`src/rtl/jtpopeye_pkg.sv`:
```
// Shared definitions for the Popeye video DMA and the object engine:
// default object-table geometry, read latency and the DMA FSM encoding.
package jtpopeye_pkg;

  // Default object-table geometry, shared with the object engine
  localparam int DMA_AW   = 10;
  localparam int DMA_LEN  = 1024;
  // Registered address plus registered RAM output
  localparam int DMA_RDLY = 2;

  typedef enum logic [2:0] {
    IDLE  = 3'd0,
    REQ   = 3'd1,
    XFER  = 3'd2,
    DRAIN = 3'd3,
    REL   = 3'd4
  } dma_state_e;

endpackage

```
`src/rtl/jtpopeye_dma_pipe.sv`:
```
// DEPTH-stage {valid, addr} delay line. It tracks which address the data on a
// registered-RAM read port belongs to, DEPTH clocks after the address was issued.
module jtpopeye_dma_pipe #(
  parameter int AW    = 10,
  parameter int DEPTH = 2
) (
  input  logic          clk,
  input  logic          rst_n,
  input  logic          in_valid,
  input  logic [AW-1:0] in_addr,
  output logic          out_valid,
  output logic [AW-1:0] out_addr
);

  logic [DEPTH-1:0] vld_r;
  logic [AW-1:0]    adr_r [DEPTH];

  // Shift the {valid, addr} pair one stage per clock
  always_ff @(posedge clk or negedge rst_n) begin
    if (!rst_n) begin
      vld_r <= {DEPTH{1'b0}};
      for (int i = 0; i < DEPTH; i++) begin
        adr_r[i] <= {AW{1'b0}};
      end
    end else begin
      vld_r[0] <= in_valid;
      adr_r[0] <= in_addr;
      for (int i = 1; i < DEPTH; i++) begin
        vld_r[i] <= vld_r[i-1];
        adr_r[i] <= adr_r[i-1];
      end
    end
  end

  assign out_valid = vld_r[DEPTH-1];
  assign out_addr  = adr_r[DEPTH-1];

endmodule

```
`src/rtl/jtpopeye_dma.sv`:
```
// Main-CPU DMA bus master. On each VB rising edge it takes the Z80 bus,
// streams LEN bytes of the object table from main RAM into the object
// line buffer and hands the bus back. INITEO reports a pending/active copy.
module jtpopeye_dma
  import jtpopeye_pkg::*;
#(
  parameter int AW   = DMA_AW,
  parameter int LEN  = DMA_LEN,
  parameter int RDLY = DMA_RDLY
) (
  input  logic          clk,
  input  logic          rst_n,
  input  logic          VB,
  output logic          busrq_n,
  input  logic          busak_n,
  output logic [AW-1:0] AD_DMA,
  output logic          dma_cs,
  input  logic [7:0]    DD_DMA,
  output logic [AW-1:0] obj_addr,
  output logic [7:0]    obj_data,
  output logic          obj_we,
  output logic          INITEO,
  output logic          dma_done
);

  // Counter is one bit wider than the address so LEN = 2^AW never wraps
  localparam logic [AW:0]   LAST_CNT = (AW+1)'(LEN - 1);
  localparam int            DW       = (RDLY > 1) ? $clog2(RDLY) : 1;
  localparam logic [DW-1:0] LAST_DRN = DW'(RDLY - 1);

  dma_state_e    state_r;
  logic          vb_l_r;
  logic          vb_edge_s;
  logic [AW:0]   cnt_r;
  logic [DW-1:0] drn_r;
  logic          issue_s;
  logic          pipe_vld_s;
  logic [AW-1:0] pipe_addr_s;

  assign vb_edge_s = VB & ~vb_l_r;
  assign issue_s   = (state_r == XFER);
  assign AD_DMA    = cnt_r[AW-1:0];

  // Delayed copy of VB for rising-edge detection
  always_ff @(posedge clk or negedge rst_n) begin
    if (!rst_n) begin
      vb_l_r <= 1'b0;
    end else begin
      vb_l_r <= VB;
    end
  end

  // Bus request / transfer sequencer with its address and drain counters
  always_ff @(posedge clk or negedge rst_n) begin
    if (!rst_n) begin
      state_r  <= IDLE;
      busrq_n  <= 1'b1;
      dma_cs   <= 1'b0;
      INITEO   <= 1'b0;
      dma_done <= 1'b0;
      cnt_r    <= {(AW+1){1'b0}};
      drn_r    <= {DW{1'b0}};
    end else begin
      dma_done <= 1'b0;
      case (state_r)
        IDLE: begin
          // VB edges outside IDLE are dropped, never queued
          if (vb_edge_s) begin
            busrq_n <= 1'b0;
            INITEO  <= 1'b1;
            state_r <= REQ;
          end
        end
        REQ: begin
          if (!busak_n) begin
            dma_cs  <= 1'b1;
            cnt_r   <= {(AW+1){1'b0}};
            state_r <= XFER;
          end
        end
        XFER: begin
          // Address holds at LEN-1 once the last byte is issued
          if (cnt_r == LAST_CNT) begin
            drn_r   <= {DW{1'b0}};
            state_r <= DRAIN;
          end else begin
            cnt_r <= cnt_r + 1'b1;
          end
        end
        DRAIN: begin
          // Keep the RAM mux on AD_DMA until the last read has landed
          if (drn_r == LAST_DRN) begin
            dma_cs  <= 1'b0;
            busrq_n <= 1'b1;
            state_r <= REL;
          end else begin
            drn_r <= drn_r + 1'b1;
          end
        end
        REL: begin
          if (busak_n) begin
            INITEO   <= 1'b0;
            dma_done <= 1'b1;
            state_r  <= IDLE;
          end
        end
        default: begin
          state_r <= IDLE;
          busrq_n <= 1'b1;
          dma_cs  <= 1'b0;
          INITEO  <= 1'b0;
        end
      endcase
    end
  end

  jtpopeye_dma_pipe #(
    .AW    (AW),
    .DEPTH (RDLY)
  ) u_pipe (
    .clk       (clk),
    .rst_n     (rst_n),
    .in_valid  (issue_s),
    .in_addr   (AD_DMA),
    .out_valid (pipe_vld_s),
    .out_addr  (pipe_addr_s)
  );

  // Write each byte leaving the read pipeline into the object buffer
  always_ff @(posedge clk or negedge rst_n) begin
    if (!rst_n) begin
      obj_we   <= 1'b0;
      obj_addr <= {AW{1'b0}};
      obj_data <= 8'h00;
    end else begin
      obj_we <= pipe_vld_s;
      if (pipe_vld_s) begin
        obj_addr <= pipe_addr_s;
        obj_data <= DD_DMA;
      end else begin
        obj_addr <= obj_addr;
        obj_data <= obj_data;
      end
    end
  end

endmodule

```
`config.mk`:
```
export PLATFORM = sky130hd
export DESIGN_NAME = jtpopeye_dma
export DESIGN_NICKNAME = d
export VERILOG_FILES = /design/src/rtl/jtpopeye_pkg.sv /design/src/rtl/jtpopeye_dma_pipe.sv /design/src/rtl/jtpopeye_dma.sv
export SDC_FILE = /design/constraint.sdc
export NUM_CORES = 1
export LEC_CHECK = 0
export BUFFER_PORTS_ARGS = -buffer_cell sky130_fd_sc_hd__buf_4
export CAP_MARGIN = 20
export CELL_PAD_IN_SITES_DETAIL_PLACEMENT = 1
export CELL_PAD_IN_SITES_GLOBAL_PLACEMENT = 2
export CORE_MARGIN = 4
export CORE_UTILIZATION = 39
export DETAILED_ROUTE_END_ITERATION = 8
export HOLD_SLACK_MARGIN = 0.12
export PLACE_DENSITY_LB_ADDON = 0.3
export SYNTH_ARGS = -nofsm -noshare
export SYNTH_HDL_FRONTEND = slang
export SYNTH_SLANG_ARGS = --single-unit
```
`constraint.sdc`:
```
create_clock -name clk -period 2.7 [get_ports clk]
set_clock_uncertainty 0.05 [all_clocks]
set_input_delay 0.54 -clock clk [delete_from_list [all_inputs] [get_ports clk]]
set_output_delay 0.54 -clock clk [all_outputs]
set_load 0.02 [all_outputs]
```
After elaboration in Yosys (flattened, before gate mapping)
Cells that the tools add are included.
{"block": "op_classes", "n_addsub": 2, "eq_ne": 11, "mux": 23, "bitwise_logic": 5, "reduce_logical": 12}
{"cell": "$mux W11", "count": 2}
{"cell": "$pmux W11 S2", "count": 1}
{"cell": "$mux W3", "count": 5}
{"cell": "$pmux W3 S5", "count": 1}
{"cell": "$ne A2 B2 Y1 const B", "count": 6}
{"cell": "$reduce_and A3 Y1", "count": 4}
{"cell": "$add A11 B1 Y11 const B", "count": 1}
{"cell": "$eq A11 B10 Y1 const B", "count": 1}
{"cell": "$mux W1", "count": 10}
{"cell": "$pmux W1 S3", "count": 3}
{"cell": "$reduce_or A3 Y1", "count": 3}
{"cell": "$eq A3 B2 Y1 const B", "count": 2}
{"cell": "$reduce_and A5 Y1", "count": 1}
{"cell": "$not A1 Y1", "count": 4}
{"cell": "$reduce_bool A2 Y1", "count": 2}
{"cell": "$eq A3 B1 Y1 const B", "count": 1}
{"cell": "$eq A3 B3 Y1 const B", "count": 1}
{"cell": "$logic_not A3 Y1", "count": 1}
{"cell": "$pmux W1 S2", "count": 1}
{"cell": "$reduce_and A2 Y1", "count": 1}
{"cell": "$add A1 B1 Y1 const B", "count": 1}
{"cell": "$and A1 B1 Y1", "count": 1}
{"block": "word_totals", "register_bits": 61, "inputBits": 12}

Longest topological paths before layout
Gate-level depths: netlist of the first run.
{"block": "depth", "word_depth": 4, "ltp_mapped": 7, "mapped_depth_nobuf": 6}

Cells and area by module
A second synthesis of the first run with hierarchy kept.
{"block": "hier_totals", "cells_unflattened": 187, "hier_area_um2": 2403.6}
{"mod": "jtpopeye_dma", "n_inst": 1, "cells_per_inst": 155, "area_each_um2": 1778.0, "seq_area_each_um2": 977.2}
{"mod": "jtpopeye_dma_pipe", "n_inst": 1, "cells_per_inst": 32, "area_each_um2": 625.6, "seq_area_each_um2": 550.5}

Least setup slack after synthesis of the first run
No wires, ideal clock.
{"block": "synth_path", "path_kind": "register to register", "from": "reg cnt_r[0]", "to": "reg cnt_r[9]", "t_arrival_ps": 1519, "required_time_ps": 2526, "path_slack_ps": 1007, "path_stages_with_launch": 6, "cell_sequence": "dfrtp_1 -> ha_1 -> nand3_1 -> o31a_2 -> and3_1 -> a211o_1"}
{"block": "synth_between", "elab_chain_cells": 3}
{"element": "start, declared", "line_no": "jtpopeye_dma.sv:34", "text": "logic [AW:0] cnt_r;"}
{"element": "start signal, assigned", "line_no": "jtpopeye_dma.sv:61", "text": "cnt_r <= {(AW+1){1'b0}};"}
{"element": "start signal, assigned", "line_no": "jtpopeye_dma.sv:77", "text": "cnt_r <= {(AW+1){1'b0}};"}
{"element": "start signal, assigned", "line_no": "jtpopeye_dma.sv:87", "text": "cnt_r <= cnt_r + 1'b1;"}
{"element": "$add A11 B1 Y11 / $eq A11 B10 Y1 (equally long branches)", "line_no": "jtpopeye_dma.sv:87, jtpopeye_dma.sv:83"}
{"element": "$mux W11 / $ne A2 B2 Y1 (equally long branches)"}
{"element": "$pmux W11 S2 / $reduce_and A3 Y1 (equally long branches)"}
Parallel ways exist; a longest one is shown, timed or not. The select of a mux whose other input is x is not followed.
A chain may end at the register's enable or synchronous reset.

Worst setup path in the final report of the first run
{"block": "layout_path", "from": "reg state_r[2]", "to": "reg cnt_r[7]"}
{"block": "layout_between", "elab_chain_cells": 3}
{"element": "start, declared", "line_no": "jtpopeye_dma.sv:31", "text": "dma_state_e state_r;"}
{"element": "start signal, assigned", "line_no": "jtpopeye_dma.sv:56", "text": "state_r <= IDLE;"}
{"element": "start signal, assigned", "line_no": "jtpopeye_dma.sv:71", "text": "state_r <= REQ;"}
{"element": "start signal, assigned", "line_no": "jtpopeye_dma.sv:78", "text": "state_r <= XFER;"}
{"element": "$eq A3 B2 Y1 *"}
{"element": "net issue_s", "line_no": "jtpopeye_dma.sv:36", "text": "logic issue_s;"}
{"element": "$ne A2 B2 Y1 (no source line) / $reduce_bool A2 Y1 (equally long branches)"}
{"element": "$reduce_and A3 Y1 (no source line)"}
The timed path passes the listed nets; every way through them passes the cells marked *.

==> reports/metrics.cfg, run 1 <==
[clock_tree]
postCtsHoldBufs = 0
numCtsBuffers = 9
clk_latency_ns = 0.33
clockRootBuffer = clkbuf_8
cts-resized-gates = 0
h-tree-depth = 3
cts_tree = done
cts_setup_buffers = 0
clockBufferDepth = 2
clkTransAtPathRegs_ns = 0.06
clock_sinks = 61

[power]
power_switching_uw = 1130
power.leakage_uw = 0.00139
finalPower_uw = 3300
p_seq_share_pct = 45.1
p_clk_share_pct = 24.2
combPwrFrac_pct = 30.7
peakVddDrop_mv = 0.468
switching_share_pct = 34.3
cellPowerDensity_nw_per_um2 = 1160
power.internal_uw = 2170

[synth]
synth-async-reset-ratio_pct = 100
syn_inst = 176
ys.flop_type = dfrtp_1
synth_nets = 189
yosys_warnings = 0
ys_ff_latch = 61
synth_area_um2 = 2340
synth_edf_count = 0
syn_avg_cell_area_um2 = 13.3
yosys.cell_types.count = 38
synth.yosys.seq_area_share_pct = 65.2

[place]
dp_cells = 276
hpwl_mm = 3.25
pre_cts_slack_ns = 0.721
place_congestion = 0.876
io_buffers = 44

[setup_path]
r2r-start = state_r[2]$_DFFE_PN0P_
required_ns = 2.86
r2r_cells = 6
crit_arrival_ns = 2.17
crit_type = register to register
worst_setup_path_start_kind = register
critPathLaunch = state_r[2]$_DFFE_PN0P_
end_kind = register
critPathMaxFanout = 12

[detailed_routing]
totalWireLength_mm = 4.73
ant_nets = 0
drc = 0
drt_pass1_iterations = 6
drt-wirelength-per-cell_um = 16.3
viasPerCell = 5.20
drtIter0Drc = 65
route.vias.total = 1514

[global_routing]
overflow = 0
grt_pass1_vias = 1621
antenna_found_initial = 0
grt_max_degree = 62
grt_pass1_wl_mm = 8.09
grt.total_usage_pct = 14.2

[sta]
tns_ns = 0
slew_violations = 0
finalCritPeriodShare_pct = 74.4
fin_crit_ns = 2.01
timing.fmax_mhz = 498
setup_viol = 0
tightestPinTransition_ns = 0.754
finalHoldViolCount = 0
relSlewSlack_pct = 49.8
rsz0062_at_grt = false
finalWorstSetupSlack_ns = 0.690

[layout]
nets = 228
syn2layout_area_growth_pct = 21.6
fin_util_pct = 50.2
layout.cells.most_common = dfrtp_1
fill_cells = 596
mostFrequentLayoutCells = 60 x dfrtp_1, 44 x buf_4, 19 x mux2_2
drive_above_1_share_pct = 37.9
finalNonFillerCells = 291
antenna_cells = 0

[run_status]
status = completed

[floorplan]
die_w_um = 85.5
initial_utilization_pct = 41.3
dieArea_um2 = 7310
row_count = 27
core_area_um2 = 5680
pin_count = 45
fp.dieH_um = 85.5

[flow_run]
drv_cap = 0

[min_path]
hp-class = input port to asynchronous set/reset pin

[power by group through the flow]
stage	Clock [uW]	Sequential, uW	Combinational, uW
5_1_grt	870	1550	1100
2_1_floorplan	0	1530	631
3_3_place_gp	0	1480	1010
6_report	798	1490	1020
3_5_place_dp	0	1510	1030
4_1_cts	827	1500	1030
[per-stage QoR]
stage	hold WS (ns)	cell area, um^2
4_1_cts	0.235	2850
3_5_place_dp	0.286	2660
5_1_grt	0.245	2850
6_report	0.224	2850
3_3_place_gp	0.283	2660
2_1_floorplan	0.194	2340
[cells in the mapped netlist, types with 3 or more instances]
cell     number  area share, %
nand3_1       5            1.1
a211o_1       3            1.1
buf_4        10            3.2
nand2_1      12            1.9
a31oi_1       5            1.3
o21ai_0       8            1.7
and3_1        5            1.3
mux2_2       19            9.1
a21oi_1       7            1.5
dfrtp_1      60             64
nor3_1        3           0.64
nor2_1        4           0.64
[sequential cells by signal, indices dropped and copies added, names as in the netlist]
register,flops
obj_data,8
obj_we,1
dma_done,1
INITEO,1
state_r,3
dma_cs,1
drn_r,1
obj_addr,10
vb_l_r,1
u_pipe.adr_r,10
u_pipe.vld_r,2
u_pipe.out_addr,10
busrq_n,1
cnt_r,11
[routing by layer]
metal	up-vias	share of wire (%)	track usage, %
met4	0	1.6	5.32
met1	759	47	18.4
met2	47	45	21.4
met3	7	6.3	5.86
met5	-	0	0
li1	701	-	-
[critical path, cell delays in order, from the launching register on]
cell and delay (ns):
dfrtp_1 0.61, nor2b_2 0.13, nand2b_1 0.31, inv_2 0.14
o31a_2 0.19, and3_1 0.19, a211o_1 0.27
[kinds of logic (layout without fill, tap and decap cells)]
logic type	after synthesis	count (layout)	synth area share [%]
buffers and inverters	19	62	5.07
AND/OR/NAND/NOR	40	40	9.24
AO/OA/AOI/OAI	36	36	10.8
flip-flops	61	61	65.2
multiplexers	19	19	9.13
adder cells (fa/ha/maj)	1	1	0.534
[final timing paths]
kind	endpoint	slack, ns
max	cnt_r[7]$_DFFE_PN0P_	0.69
min in group clk	vb_l_r$_DFF_PN0_	0.27
max reg2reg	cnt_r[7]$_DFFE_PN0P_	0.69
min	obj_data[0]$_DFFE_PN0P_	0.22
max in group asynchronous	state_r[2]$_DFFE_PN0P_	1.89
min reg2reg	u_pipe.out_addr[3]$_DFF_PN0_	0.30
[final cells by class]
cell class / count / area [um^2] / area share, %
flip-flops and latches: 61 / 1530 / 53.6
multi-input cells: 96 / 697 / 24.5
repair buffers: 44 / 330 / 11.6
clock buffers: 14 / 163 / 5.71
well taps: 72 / 90.1 / 3.16
clock inverters: 1 / 30.0 / 1.05
inverters: 3 / 11.3 / 0.395
(Power assumes the default switching activity.)
==> inputs of run 2 (changes only) <==
--- a/config.mk
+++ b/config.mk
@@ -10,7 +10,7 @@
 export CELL_PAD_IN_SITES_DETAIL_PLACEMENT = 1
 export CELL_PAD_IN_SITES_GLOBAL_PLACEMENT = 2
 export CORE_MARGIN = 4
-export CORE_UTILIZATION = 39
+export CORE_UTILIZATION = 36
 export DETAILED_ROUTE_END_ITERATION = 8
 export HOLD_SLACK_MARGIN = 0.12
 export PLACE_DENSITY_LB_ADDON = 0.3
==> constraint.sdc (replaced) <==
create_clock -name clk -period 1.9 [get_ports clk]
set_clock_uncertainty 0.05 [all_clocks]
set_input_delay 0.38 -clock clk [delete_from_list [all_inputs] [get_ports clk]]
set_output_delay 0.38 -clock clk [all_outputs]
set_load 0.02 [all_outputs]
==> reports/metrics.cfg, run 2 (same netlist as run 1, synthesis figures left out) <==
[run_status]
status = completed

[layout]
mostFrequentLayoutCells = 60 x dfrtp_1, 55 x buf_4, 19 x mux2_2
nets = 241
largest_reg_flops = 11
fill_cells = 666
drive_above_1_share_pct = 41.4
layout.cells.most_common = dfrtp_1
regMostFlops = cnt_r
syn2layout_area_growth_pct = 27.5
antenna_cells = 0

[setup_path]
cpPeakStageDelay_ns = 0.39
r2r-start = cnt_r[0]$_DFFE_PN0P_
crit_type = register to register
worst-path-buf-inv = 0
worst_setup_path_start_kind = register
critPathMaxFanout = 4
crit_path_cell_trace = ha_1 -> and3_1 -> nand2_1 -> o31a_1 -> a31oi_1
end_kind = register
r2r_cells = 5
crit_arrival_ns = 2.00
cp_top_family = compound AO/OA/AOI/OAI gates
slowest_stage = o31a_1
r2r_end = cnt_r[4]$_DFFE_PN0P_
r2r_slack_ns = 0.08
required_ns = 2.08

[clock_tree]
clk_latency_ns = 0.33
numCtsBuffers = 9
clockRootBuffer = clkbuf_8
h-tree-depth = 3
clkTransAtPathRegs_ns = 0.07
cts_tree = done
clock_sinks = 61
clockBufferDepth = 2
cts_setup_buffers = 0

[sta]
finalWorstSetupSlack_ns = 0.0829
finalCritPeriodShare_pct = 95.6
tightestPinTransition_ns = 0.757
setup_viol = 0
finalHoldViolCount = 0
slew_violations = 0
hold_ws_ns = 0.233
relSlewSlack_pct = 49.5
fin_crit_ns = 1.82
timing.fmax_mhz = 550

[place]
io_buffers = 44
place_congestion = 0.824
pre_cts_slack_ns = 0.136
hpwl_mm = 3.39

[floorplan]
initial_utilization_pct = 36.9
core_area_um2 = 6350
dieArea_um2 = 7860
pin_count = 45
die_w_um = 88.7
row_count = 29
fp.dieH_um = 88.7

[detailed_routing]
drc = 0
totalWireLength_mm = 4.98
drt_pass1_iterations = 4
drt-wirelength-per-cell_um = 16.1
route.vias.total = 1602
viasPerCell = 5.18
ant_nets = 0
drtIter0Drc = 28

[min_path]
hold_path_startpoint = DD_DMA[3]
hp-class = input port to register
whs_endpoint = obj_data[3]$_DFFE_PN0P_
hold_path_depth = 2

[global_routing]
overflow = 0
grt_pass1_wl_mm = 8.09
antenna_found_initial = 0
grt.total_usage_pct = 13.6
grt_max_degree = 62
grt_pass1_vias = 1687

[power]
peakVddDrop_mv = 0.790
power.leakage_uw = 0.00146
cellPowerDensity_nw_per_um2 = 1640

[flow_run]
drv_cap = 0

[run 2: cell types whose count changed in the layout (fill, tap and decap cells not counted), sizes merged]
cell	delta
buf	+11
clkbuf	-3
dlygate4sd3	+2
bufinv	+1
clkinv	+1
clkinvlp	+1
[run 2: per-layer routing]
layer	vias to the layer above	global-route usage [%]	wire (um)
li1	728	-	-
met1	803	16.2	2020
met2	56	22.5	2490
met3	15	3.72	330
met4	0	7.01	131
met5	-	0	0
[run 2: worst max-delay path by stage]
| stage | startpoint | to | slack [ns] | cells after the start |
|---|---|---|---|---|
| after floorplan | cnt_r[0]$_DFFE_PN0P_ | cnt_r[9]$_DFFE_PN0P_ | 0.21 | 5 |
| after detailed placement | cnt_r[0]$_DFFE_PN0P_ | cnt_r[7]$_DFFE_PN0P_ | 0.14 | 5 |
| after CTS | cnt_r[0]$_DFFE_PN0P_ | cnt_r[7]$_DFFE_PN0P_ | 0.12 | 5 |
| after global routing | cnt_r[0]$_DFFE_PN0P_ | cnt_r[4]$_DFFE_PN0P_ | -0.01 | 5 |
| final | cnt_r[0]$_DFFE_PN0P_ | cnt_r[4]$_DFFE_PN0P_ | 0.08 | 5 |
| after global placement | cnt_r[5]$_DFFE_PN0P_ | cnt_r[7]$_DFFE_PN0P_ | 0.21 | 4 |
[run 2: power breakdown]
group | leakage, uW | internal [uW] | switching [uW]
combinational | 0.000564 | 783 | 925
sequential | 0.000790 | 1710 | 252
clock | 0.000105 | 765 | 471
[run 2: what timing repair did]
item | CTS | global route
endpoints found under the hold margin | 61 | 0
gates resized for setup | 0 | 1
setup endpoints to repair | 0 | 1
hold buffers | 2 | 0
[run 2: stage by stage]
stage	setup TNS, ns	util (%)	power, uW	area [um^2]	instances
finish	0	47.1	4910	2990	309
global placement	0	43.2	3610	2750	292
detailed placement	0	43.2	3690	2750	292
CTS	0	46.9	4990	2980	309
global route	-0.0112	47.1	5230	2990	309
floorplan	0	-	3070	2340	176
[run 2: layout make-up]
type / instances / area (um^2) / share of cell area (%)
flip-flops and latches: 61 / 1530 / 51.1
multi-input cells: 96 / 706 / 23.6
repair buffers: 57 / 433 / 14.5
clock buffers: 11 / 141 / 4.73
well taps: 77 / 96.3 / 3.22
clock inverters: 4 / 72.6 / 2.43
inverters: 3 / 11.3 / 0.377
[run 2: worst reg2reg max path: cells and delay by family, from the launching register on]
kind / cells / cell delay (ns)
AO/OA/AOI/OAI: 2 / 0.63
adder cells (fa/ha/maj): 1 / 0.23
flip-flops: 1 / 0.37
AND/OR/NAND/NOR: 2 / 0.44
